`config.mk`:
```
export PLATFORM = sky130hd
export DESIGN_NAME = decode_stage_flat
export DESIGN_NICKNAME = d
export VERILOG_FILES = /design/src/rtl/decode_pkg.sv /design/src/rtl/decode_stage_if.sv /design/src/rtl/decode_imm_gen.sv /design/src/rtl/decode_stage.sv /design/src/flat_wrapper.sv
export SDC_FILE = /design/constraint.sdc
export NUM_CORES = 1
export LEC_CHECK = 0
export ABC_AREA = 1
export BUFFER_PORTS_ARGS = -buffer_cell sky130_fd_sc_hd__buf_2
export CAP_MARGIN = 20
export CORE_MARGIN = 3
export CORE_UTILIZATION = 46
export DETAILED_ROUTE_END_ITERATION = 16
export PLACE_DENSITY = 0.74
export SYNTH_ARGS = -nofsm -noshare
export SYNTH_HDL_FRONTEND = slang
export SYNTH_HIERARCHICAL = 1
export SYNTH_SLANG_ARGS = --single-unit
```
`constraint.sdc`:
```
create_clock -name clk -period 4.2 [get_ports clk]
set_clock_uncertainty 0.05 [all_clocks]
set_input_delay 0.42 -clock clk [delete_from_list [all_inputs] [get_ports clk]]
set_output_delay 0.42 -clock clk [all_outputs]
set_load 0.01 [all_outputs]
```
`src/rtl/decode_pkg.sv`:
```
// Shared types and constants for the decode stage.
// Optional feature macro: DECODE_BRANCH_EN (BEQ/BNE and JAL decode).
package decode_pkg;

  localparam logic [6:0] OPC_LOAD   = 7'b0000011;
  localparam logic [6:0] OPC_STORE  = 7'b0100011;
  localparam logic [6:0] OPC_OP_IMM = 7'b0010011;
  localparam logic [6:0] OPC_OP     = 7'b0110011;
  localparam logic [6:0] OPC_LUI    = 7'b0110111;
  localparam logic [6:0] OPC_SYSTEM = 7'b1110011;
  localparam logic [6:0] OPC_BRANCH = 7'b1100011;
  localparam logic [6:0] OPC_JAL    = 7'b1101111;

  localparam logic [2:0] F3_ADD = 3'b000;
  localparam logic [2:0] F3_BEQ = 3'b000;
  localparam logic [2:0] F3_BNE = 3'b001;

  localparam logic [6:0] F7_ADD = 7'b0000000;
  localparam logic [6:0] F7_SUB = 7'b0100000;

  localparam logic [31:0] ECALL_WORD = 32'h0000_0073;

  typedef enum logic [1:0] {
    ALU_ADD,
    ALU_SUB,
    ALU_PASS_B
  } alu_ctrl_t;

  typedef enum logic [1:0] {
    RUN,
    DRAIN,
    HALTED,
    TRAP
  } state_t;

  typedef enum logic [2:0] {
    IMM_NONE,
    IMM_I,
    IMM_S,
    IMM_U,
    IMM_B,
    IMM_J
  } imm_type_t;

endpackage

```
`src/rtl/decode_stage_if.sv`:
```
// Upstream instruction handshake plus downstream decoded bundle.
// master drives the stage inputs, slave is the decode stage itself.
// Optional feature macro: DECODE_BRANCH_EN adds out_branch/out_jump.
interface decode_stage_if #(
  parameter int XLEN = 32
);
  import decode_pkg::*;

  logic            in_valid;
  logic            in_ready;
  logic [31:0]     in_instr;
  logic [XLEN-1:0] in_pc;
  logic            out_valid;
  logic            out_ready;
  logic [4:0]      out_rs1;
  logic [4:0]      out_rs2;
  logic [4:0]      out_rd;
  logic            out_reg_write;
  logic            out_mem_read;
  logic            out_mem_write;
  logic            out_alu_src;
  alu_ctrl_t       out_alu_ctrl;
  logic [XLEN-1:0] out_imm;
  logic [XLEN-1:0] out_pc;
`ifdef DECODE_BRANCH_EN
  logic            out_branch;
  logic            out_jump;
`endif

  modport master (
    output in_valid, in_instr, in_pc, out_ready,
    input  in_ready, out_valid, out_rs1, out_rs2, out_rd, out_reg_write,
           out_mem_read, out_mem_write, out_alu_src, out_alu_ctrl, out_imm, out_pc
`ifdef DECODE_BRANCH_EN
    , input out_branch, out_jump
`endif
  );

  modport slave (
    input  in_valid, in_instr, in_pc, out_ready,
    output in_ready, out_valid, out_rs1, out_rs2, out_rd, out_reg_write,
           out_mem_read, out_mem_write, out_alu_src, out_alu_ctrl, out_imm, out_pc
`ifdef DECODE_BRANCH_EN
    , output out_branch, out_jump
`endif
  );

endinterface

```
`src/rtl/decode_imm_gen.sv`:
```
// Combinational RV32 immediate extraction, sign-extended to XLEN.
module decode_imm_gen
  import decode_pkg::*;
#(
  parameter int XLEN = 32
) (
  input  logic [31:0]     instr,
  input  imm_type_t       imm_type,
  output logic [XLEN-1:0] imm
);

  logic signed [31:0] imm32;

  // Select the 32-bit immediate format, then sign-extend from bit 31.
  always_comb begin
    imm32 = '0;
    case (imm_type)
      IMM_I:   imm32 = {{20{instr[31]}}, instr[31:20]};
      IMM_S:   imm32 = {{20{instr[31]}}, instr[31:25], instr[11:7]};
      IMM_U:   imm32 = {instr[31:12], 12'b0};
      IMM_B:   imm32 = {{20{instr[31]}}, instr[7], instr[30:25], instr[11:8], 1'b0};
      IMM_J:   imm32 = {{12{instr[31]}}, instr[19:12], instr[20], instr[30:21], 1'b0};
      default: imm32 = '0;
    endcase
    imm = XLEN'(imm32);
  end

endmodule

```
`src/rtl/decode_stage.sv`:
```
// RV32 decode stage: registered one-deep output bundle, ECALL halt,
// sticky illegal-instruction trap and saturating retired counter.
// Optional feature macro: DECODE_BRANCH_EN (BEQ/BNE and JAL decode).
module decode_stage
  import decode_pkg::*;
#(
  parameter int XLEN  = 32,
  parameter int CNT_W = 16
) (
  input  logic             clk,
  input  logic             reset,
  decode_stage_if.slave    bus,
  output logic             finish,
  output logic             illegal,
  output logic [31:0]      illegal_instr,
  output logic [CNT_W-1:0] instr_count
);

  state_t          state, state_next;
  logic            accept;
  logic [6:0]      opcode;
  logic [2:0]      funct3;
  logic [6:0]      funct7;
  logic            dec_legal, dec_ecall;
  logic            dec_reg_write, dec_mem_read, dec_mem_write, dec_alu_src;
  alu_ctrl_t       dec_alu_ctrl;
  imm_type_t       dec_imm_type;
  logic [XLEN-1:0] dec_imm;
`ifdef DECODE_BRANCH_EN
  logic            dec_branch, dec_jump;
`endif

  assign opcode = bus.in_instr[6:0];
  assign funct3 = bus.in_instr[14:12];
  assign funct7 = bus.in_instr[31:25];

  assign bus.in_ready = (state == RUN) && (!bus.out_valid || bus.out_ready);
  assign accept       = bus.in_valid && bus.in_ready;

  decode_imm_gen #(.XLEN(XLEN)) u_imm_gen (
    .instr    (bus.in_instr),
    .imm_type (dec_imm_type),
    .imm      (dec_imm)
  );

  // Classify the incoming word and derive its control strobes.
  always_comb begin
    dec_legal     = 1'b0;
    dec_ecall     = 1'b0;
    dec_reg_write = 1'b0;
    dec_mem_read  = 1'b0;
    dec_mem_write = 1'b0;
    dec_alu_src   = 1'b0;
    dec_alu_ctrl  = ALU_ADD;
    dec_imm_type  = IMM_NONE;
`ifdef DECODE_BRANCH_EN
    dec_branch    = 1'b0;
    dec_jump      = 1'b0;
`endif
    case (opcode)
      OPC_LOAD: begin
        dec_legal     = 1'b1;
        dec_reg_write = 1'b1;
        dec_mem_read  = 1'b1;
        dec_alu_src   = 1'b1;
        dec_imm_type  = IMM_I;
      end
      OPC_STORE: begin
        dec_legal     = 1'b1;
        dec_mem_write = 1'b1;
        dec_alu_src   = 1'b1;
        dec_imm_type  = IMM_S;
      end
      OPC_OP_IMM: begin
        if (funct3 == F3_ADD) begin
          dec_legal     = 1'b1;
          dec_reg_write = 1'b1;
          dec_alu_src   = 1'b1;
          dec_imm_type  = IMM_I;
        end
      end
      OPC_OP: begin
        if (funct3 == F3_ADD && (funct7 == F7_ADD || funct7 == F7_SUB)) begin
          dec_legal     = 1'b1;
          dec_reg_write = 1'b1;
          dec_alu_ctrl  = (funct7 == F7_SUB) ? ALU_SUB : ALU_ADD;
        end
      end
      OPC_LUI: begin
        dec_legal     = 1'b1;
        dec_reg_write = 1'b1;
        dec_alu_src   = 1'b1;
        dec_alu_ctrl  = ALU_PASS_B;
        dec_imm_type  = IMM_U;
      end
      OPC_SYSTEM: begin
        if (bus.in_instr == ECALL_WORD) begin
          dec_legal = 1'b1;
          dec_ecall = 1'b1;
        end
      end
`ifdef DECODE_BRANCH_EN
      OPC_BRANCH: begin
        if (funct3 == F3_BEQ || funct3 == F3_BNE) begin
          dec_legal    = 1'b1;
          dec_branch   = 1'b1;
          dec_alu_ctrl = ALU_SUB;
          dec_imm_type = IMM_B;
        end
      end
      OPC_JAL: begin
        dec_legal     = 1'b1;
        dec_reg_write = 1'b1;
        dec_jump      = 1'b1;
        dec_imm_type  = IMM_J;
      end
`endif
      default: ;
    endcase
  end

  // State register.
  always_ff @(posedge clk or posedge reset) begin
    if (reset) state <= RUN;
    else       state <= state_next;
  end

  // Next state: ECALL drains its bundle before halting; illegal traps at once.
  always_comb begin
    state_next = state;
    case (state)
      RUN: begin
        if (accept && !dec_legal)     state_next = TRAP;
        else if (accept && dec_ecall) state_next = DRAIN;
      end
      DRAIN: begin
        if (bus.out_valid && bus.out_ready) state_next = HALTED;
      end
      default: ;
    endcase
  end

  // Output bundle, sticky flags and retired counter.
  always_ff @(posedge clk or posedge reset) begin
    if (reset) begin
      bus.out_valid     <= 1'b0;
      bus.out_rs1       <= '0;
      bus.out_rs2       <= '0;
      bus.out_rd        <= '0;
      bus.out_reg_write <= 1'b0;
      bus.out_mem_read  <= 1'b0;
      bus.out_mem_write <= 1'b0;
      bus.out_alu_src   <= 1'b0;
      bus.out_alu_ctrl  <= ALU_ADD;
      bus.out_imm       <= '0;
      bus.out_pc        <= '0;
`ifdef DECODE_BRANCH_EN
      bus.out_branch    <= 1'b0;
      bus.out_jump      <= 1'b0;
`endif
      finish            <= 1'b0;
      illegal           <= 1'b0;
      illegal_instr     <= '0;
      instr_count       <= '0;
    end else begin
      if (bus.out_valid && bus.out_ready) bus.out_valid <= 1'b0;
      if (accept && dec_legal) begin
        bus.out_valid     <= 1'b1;
        bus.out_rs1       <= bus.in_instr[19:15];
        bus.out_rs2       <= bus.in_instr[24:20];
        bus.out_rd        <= bus.in_instr[11:7];
        bus.out_reg_write <= dec_reg_write && (bus.in_instr[11:7] != 5'd0);
        bus.out_mem_read  <= dec_mem_read;
        bus.out_mem_write <= dec_mem_write;
        bus.out_alu_src   <= dec_alu_src;
        bus.out_alu_ctrl  <= dec_alu_ctrl;
        bus.out_imm       <= dec_imm;
        bus.out_pc        <= bus.in_pc;
`ifdef DECODE_BRANCH_EN
        bus.out_branch    <= dec_branch;
        bus.out_jump      <= dec_jump;
`endif
        if (instr_count != '1) instr_count <= instr_count + CNT_W'(1);
      end
      if (accept && !dec_legal) begin
        illegal       <= 1'b1;
        illegal_instr <= bus.in_instr;
      end
      if (state == DRAIN && bus.out_valid && bus.out_ready) finish <= 1'b1;
    end
  end

endmodule
```
`src/flat_wrapper.sv`:
```
// flat-port wrapper written by rule: the top's interface ports become plain ports
module decode_stage_flat import decode_pkg::*;
#(
  parameter int XLEN  = 32,
  parameter int CNT_W = 16
)
  (clk, reset, finish, illegal, illegal_instr, instr_count, bus_in_valid, bus_in_instr, bus_in_pc, bus_out_ready, bus_in_ready, bus_out_valid, bus_out_rs1, bus_out_rs2, bus_out_rd, bus_out_reg_write, bus_out_mem_read, bus_out_mem_write, bus_out_alu_src, bus_out_alu_ctrl, bus_out_imm, bus_out_pc);
  decode_stage_if #(.XLEN(XLEN)) bus_i ();
  input  logic clk;
  input  logic reset;
  output logic finish;
  output logic illegal;
  output logic [31:0] illegal_instr;
  output logic [CNT_W-1:0] instr_count;
  input wire logic [$bits(bus_i.in_valid)-1:0] bus_in_valid;
  input wire logic [$bits(bus_i.in_instr)-1:0] bus_in_instr;
  input wire logic [$bits(bus_i.in_pc)-1:0] bus_in_pc;
  input wire logic [$bits(bus_i.out_ready)-1:0] bus_out_ready;
  output wire logic [$bits(bus_i.in_ready)-1:0] bus_in_ready;
  output wire logic [$bits(bus_i.out_valid)-1:0] bus_out_valid;
  output wire logic [$bits(bus_i.out_rs1)-1:0] bus_out_rs1;
  output wire logic [$bits(bus_i.out_rs2)-1:0] bus_out_rs2;
  output wire logic [$bits(bus_i.out_rd)-1:0] bus_out_rd;
  output wire logic [$bits(bus_i.out_reg_write)-1:0] bus_out_reg_write;
  output wire logic [$bits(bus_i.out_mem_read)-1:0] bus_out_mem_read;
  output wire logic [$bits(bus_i.out_mem_write)-1:0] bus_out_mem_write;
  output wire logic [$bits(bus_i.out_alu_src)-1:0] bus_out_alu_src;
  output wire logic [$bits(bus_i.out_alu_ctrl)-1:0] bus_out_alu_ctrl;
  output wire logic [$bits(bus_i.out_imm)-1:0] bus_out_imm;
  output wire logic [$bits(bus_i.out_pc)-1:0] bus_out_pc;
  assign bus_i.in_valid = bus_in_valid;
  assign bus_i.in_instr = bus_in_instr;
  assign bus_i.in_pc = bus_in_pc;
  assign bus_i.out_ready = bus_out_ready;
  assign bus_in_ready = bus_i.in_ready;
  assign bus_out_valid = bus_i.out_valid;
  assign bus_out_rs1 = bus_i.out_rs1;
  assign bus_out_rs2 = bus_i.out_rs2;
  assign bus_out_rd = bus_i.out_rd;
  assign bus_out_reg_write = bus_i.out_reg_write;
  assign bus_out_mem_read = bus_i.out_mem_read;
  assign bus_out_mem_write = bus_i.out_mem_write;
  assign bus_out_alu_src = bus_i.out_alu_src;
  assign bus_out_alu_ctrl = bus_i.out_alu_ctrl;
  assign bus_out_imm = bus_i.out_imm;
  assign bus_out_pc = bus_i.out_pc;
  decode_stage #(.XLEN(XLEN), .CNT_W(CNT_W)) u_core (.clk(clk), .reset(reset), .bus(bus_i), .finish(finish), .illegal(illegal), .illegal_instr(illegal_instr), .instr_count(instr_count));
endmodule
```
==> results.sh <==
export IMPL_diodes=0
export IMPL_core_area_um2=13300
export IMPL_crit_top_cell="nand2_1"
export IMPL_multi_input_area_um2=2400
export IMPL_io_buffers=204
export IMPL_clk_path_buf_depth=2
export IMPL_fin_cells=1160
export IMPL_drtIter0Drc=502
export IMPL_nFillCells=1217
export IMPL_stdcell_area_um2=8000
export IMPL_max_cap_violations=0
export IMPL_syn_area_um2=6280
export IMPL_ys_seq_area_share_pct=55.0
export IMPL_drc=0
export IMPL_grt_pass1_vias=5122
export IMPL_overflow=0
export IMPL_synth_cell_type_count=36
export IMPL_synth_edff_count=0
export IMPL_initial_core_util_pct=47.2
export IMPL_clock_latency_ns=0.41
export IMPL_timing_final_crit_share_pct=57.3
export IMPL_max_freq_mhz=415
export IMPL_ioPinCount=205
export IMPL_die_x_um=123
export IMPL_powerDensity_nw_per_um2=377
export IMPL_start_kind="flop"
export IMPL_critPathTopFamily="buffers and inverters"
export IMPL_worst_path_max_fanout=37
export IMPL_yosysWarnings=6
export IMPL_syn_avg_cell_area_um2=8.15
export IMPL_vdd_drop_max_uv=247
export IMPL_area_growth_pct=27.4
export IMPL_regArea_um2=3450
export IMPL_crit_arrival_ns=2.71
export IMPL_dp_cells=1127
export IMPL_worst_hold_slack_ns=-0.0231
export IMPL_synth_top_cell_area_share_pct=55.0
export IMPL_layout_common_cells="362 x nand2_1, 204 x buf_2, 138 x dfrtp_1"
export IMPL_cts_setup_buffers=0
export IMPL_rsz0062_at_grt="no"
export IMPL_endpoint_kind="flop"
export IMPL_antenna_found_initial=1
export IMPL_vias_per_cell=4.86
export IMPL_dieArea_um2=15100
export IMPL_mostFrequentLayoutCell="nand2_1"
export IMPL_cts_tree="built"
export IMPL_nets=1040
export IMPL_synth_area_leaders="dfrtp_1 55%, nand2_1 22%, o21ai_0 3.2%"
export IMPL_crit_buf_inv=2
export IMPL_hold_violations=7
export IMPL_setup_violations=0
export IMPL_cts_hold_fix_buffers=0
export IMPL_first_pass_iters=5
export IMPL_antenna_left=0
export IMPL_tightest_slew_ns=1.01
export IMPL_dpl_hpwl_um=12000
export IMPL_place_gp_congestion=0.903
export IMPL_yosys_register_bits=138
export IMPL_routed_wl_um=16900
export IMPL_vias=5635
export IMPL_p_leak_nw=4.79
export IMPL_ys_flop_type="dfrtp_1"
export IMPL_max_stage_delay_ns=0.49
export IMPL_period_minus_slack_ns=2.41
export IMPL_track_usage_pct=22.5
export IMPL_place_area_um2=7350
export IMPL_slew_viol_final=0
export IMPL_drive_gt1_share_pct=27.3
export IMPL_grt_pass1_wl_um=26100
export IMPL_fp_dieH_um=123
export IMPL_cp_slowest_cell="inv_2"
export IMPL_critical_path_class="reg -> reg"
export IMPL_wl_per_cell_um=14.6
export IMPL_hold_class="in -> async"
export IMPL_synth_cells=771
export IMPL_grt_max_degree=111
export IMPL_relSlewSlack_pct=32.3
export IMPL_cp_required_ns=4.50
export IMPL_cts_resized=0
export IMPL_outcome="complete, but fails checks"
export IMPL_failed_checks="hold timing"
export IMPL_root_buffer="clkbuf_16"
export IMPL_synth_top_cell_by_area="dfrtp_1"
export IMPL_cts_sinks=138
export IMPL_h_tree_depth=4
export IMPL_cp_cell_sequence="nor2_1 > o21a_1 > and2_1 > nand2_4 > inv_2 > buf_4 > nand2_1 > nand2_1"
export IMPL_synthArstFlopShare_pct=100
export IMPL_tns_ns=0
export IMPL_numCtsBuffers=17
export IMPL_cts_reportedPaths_clkPinSlew_ns=0.06
export IMPL_rows=42
## metal layers
metal	up-vias	track usage (%)	part of all wire, %
li1	2787	-	-
met3	17	6.41	7.6
met4	2	7.14	1.3
met1	2626	29.9	44
met5	-	0	0.065
met2	203	35.6	47
## where the power goes
part           internal [W]             switching (W)  leakage, nW
clock network       0.00103                  0.000540        0.313
registers           0.00133  0.0000000000000000000251         1.87
logic             0.0000379                 0.0000807         2.60
## cells in the mapped netlist (all sizes together) (3+ instances only)
master / number
nand2: 367
dfrtp: 138
inv: 57
o21ai: 56
nor2: 40
nand3: 35
buf: 27
xor2: 12
nor3: 10
clkbuf: 4
nand4: 4
a21oi: 3
nor4: 3
or2: 3
xnor2: 3
## sequential cells by signal, summed over array words and instances, names as in the netlist
name                      count
u_core/bus.out_imm           32
u_core/bus.out_valid          1
u_core/bus.out_pc            32
u_core/instr_count           16
u_core/bus.out_reg_write      1
u_core/bus.out_alu_ctrl       2
u_core/illegal_instr         32
u_core/bus.out_mem_read       1
u_core/finish                 1
u_core/bus.out_rs2            5
u_core/state                  2
u_core/illegal                1
u_core/bus.out_rd             5
u_core/bus.out_alu_src        1
u_core/bus.out_mem_write      1
u_core/bus.out_rs1            5
## metrics by stage
stage          utilization, %  worst slack (ns)  power [W]
2_1_floorplan               -            0.0338    0.00141
3_3_place_gp             55.3              1.55    0.00147
3_5_place_dp             55.3              1.51    0.00147
4_1_cts                  60.0              1.83    0.00304
5_1_grt                  60.2              1.61    0.00312
6_report                 60.2              1.79    0.00301
## logic make-up (layout without fill, tap and decap cells)
family	count (synthesis)	count (layout)	synth area share (%)
other	1	4	0.0597
XOR/XNOR	15	15	2.09
AND/OR/NAND/NOR	465	465	30.0
AO/OA/AOI/OAI	63	63	5.64
adder cells (fa/ha/maj)	1	1	0.199
buffers and inverters	88	298	7.05
flip-flops	138	138	55.0
## worst paths after layout
kind	from	to	slack [ns]	cells after the start
min	reset	u_core/instr_count[12]	-0.02	2
max	u_core/state[1]	u_core/bus.out_imm[31]	1.79	8
max reg2reg	u_core/state[1]	u_core/bus.out_imm[31]	1.79	8
min in group clk	bus_in_pc[4]	u_core/bus.out_pc[4]	0.15	3
max in group asynchronous	reset	u_core/bus.out_pc[13]	3.35	3
min reg2reg	u_core/illegal	u_core/illegal	0.42	1
## cell type report
class	instances	share of cell area (%)
Sequential cell	138	43.2
Multi-Input combinational cell	548	30.0
Timing Repair Buffer	209	13.5
Clock buffer	25	6.44
Inverter	57	2.77
Tap cell	176	2.75
Clock inverter	7	1.38
## worst reg2reg max path, delay by kind of cell (launching register included)
family / cells / cell delay, ns
AO/OA/AOI/OAI: 1 / 0.19
flip-flops: 1 / 0.39
AND/OR/NAND/NOR: 5 / 0.77
buffers and inverters: 2 / 0.94
(Power assumes the default switching activity.)
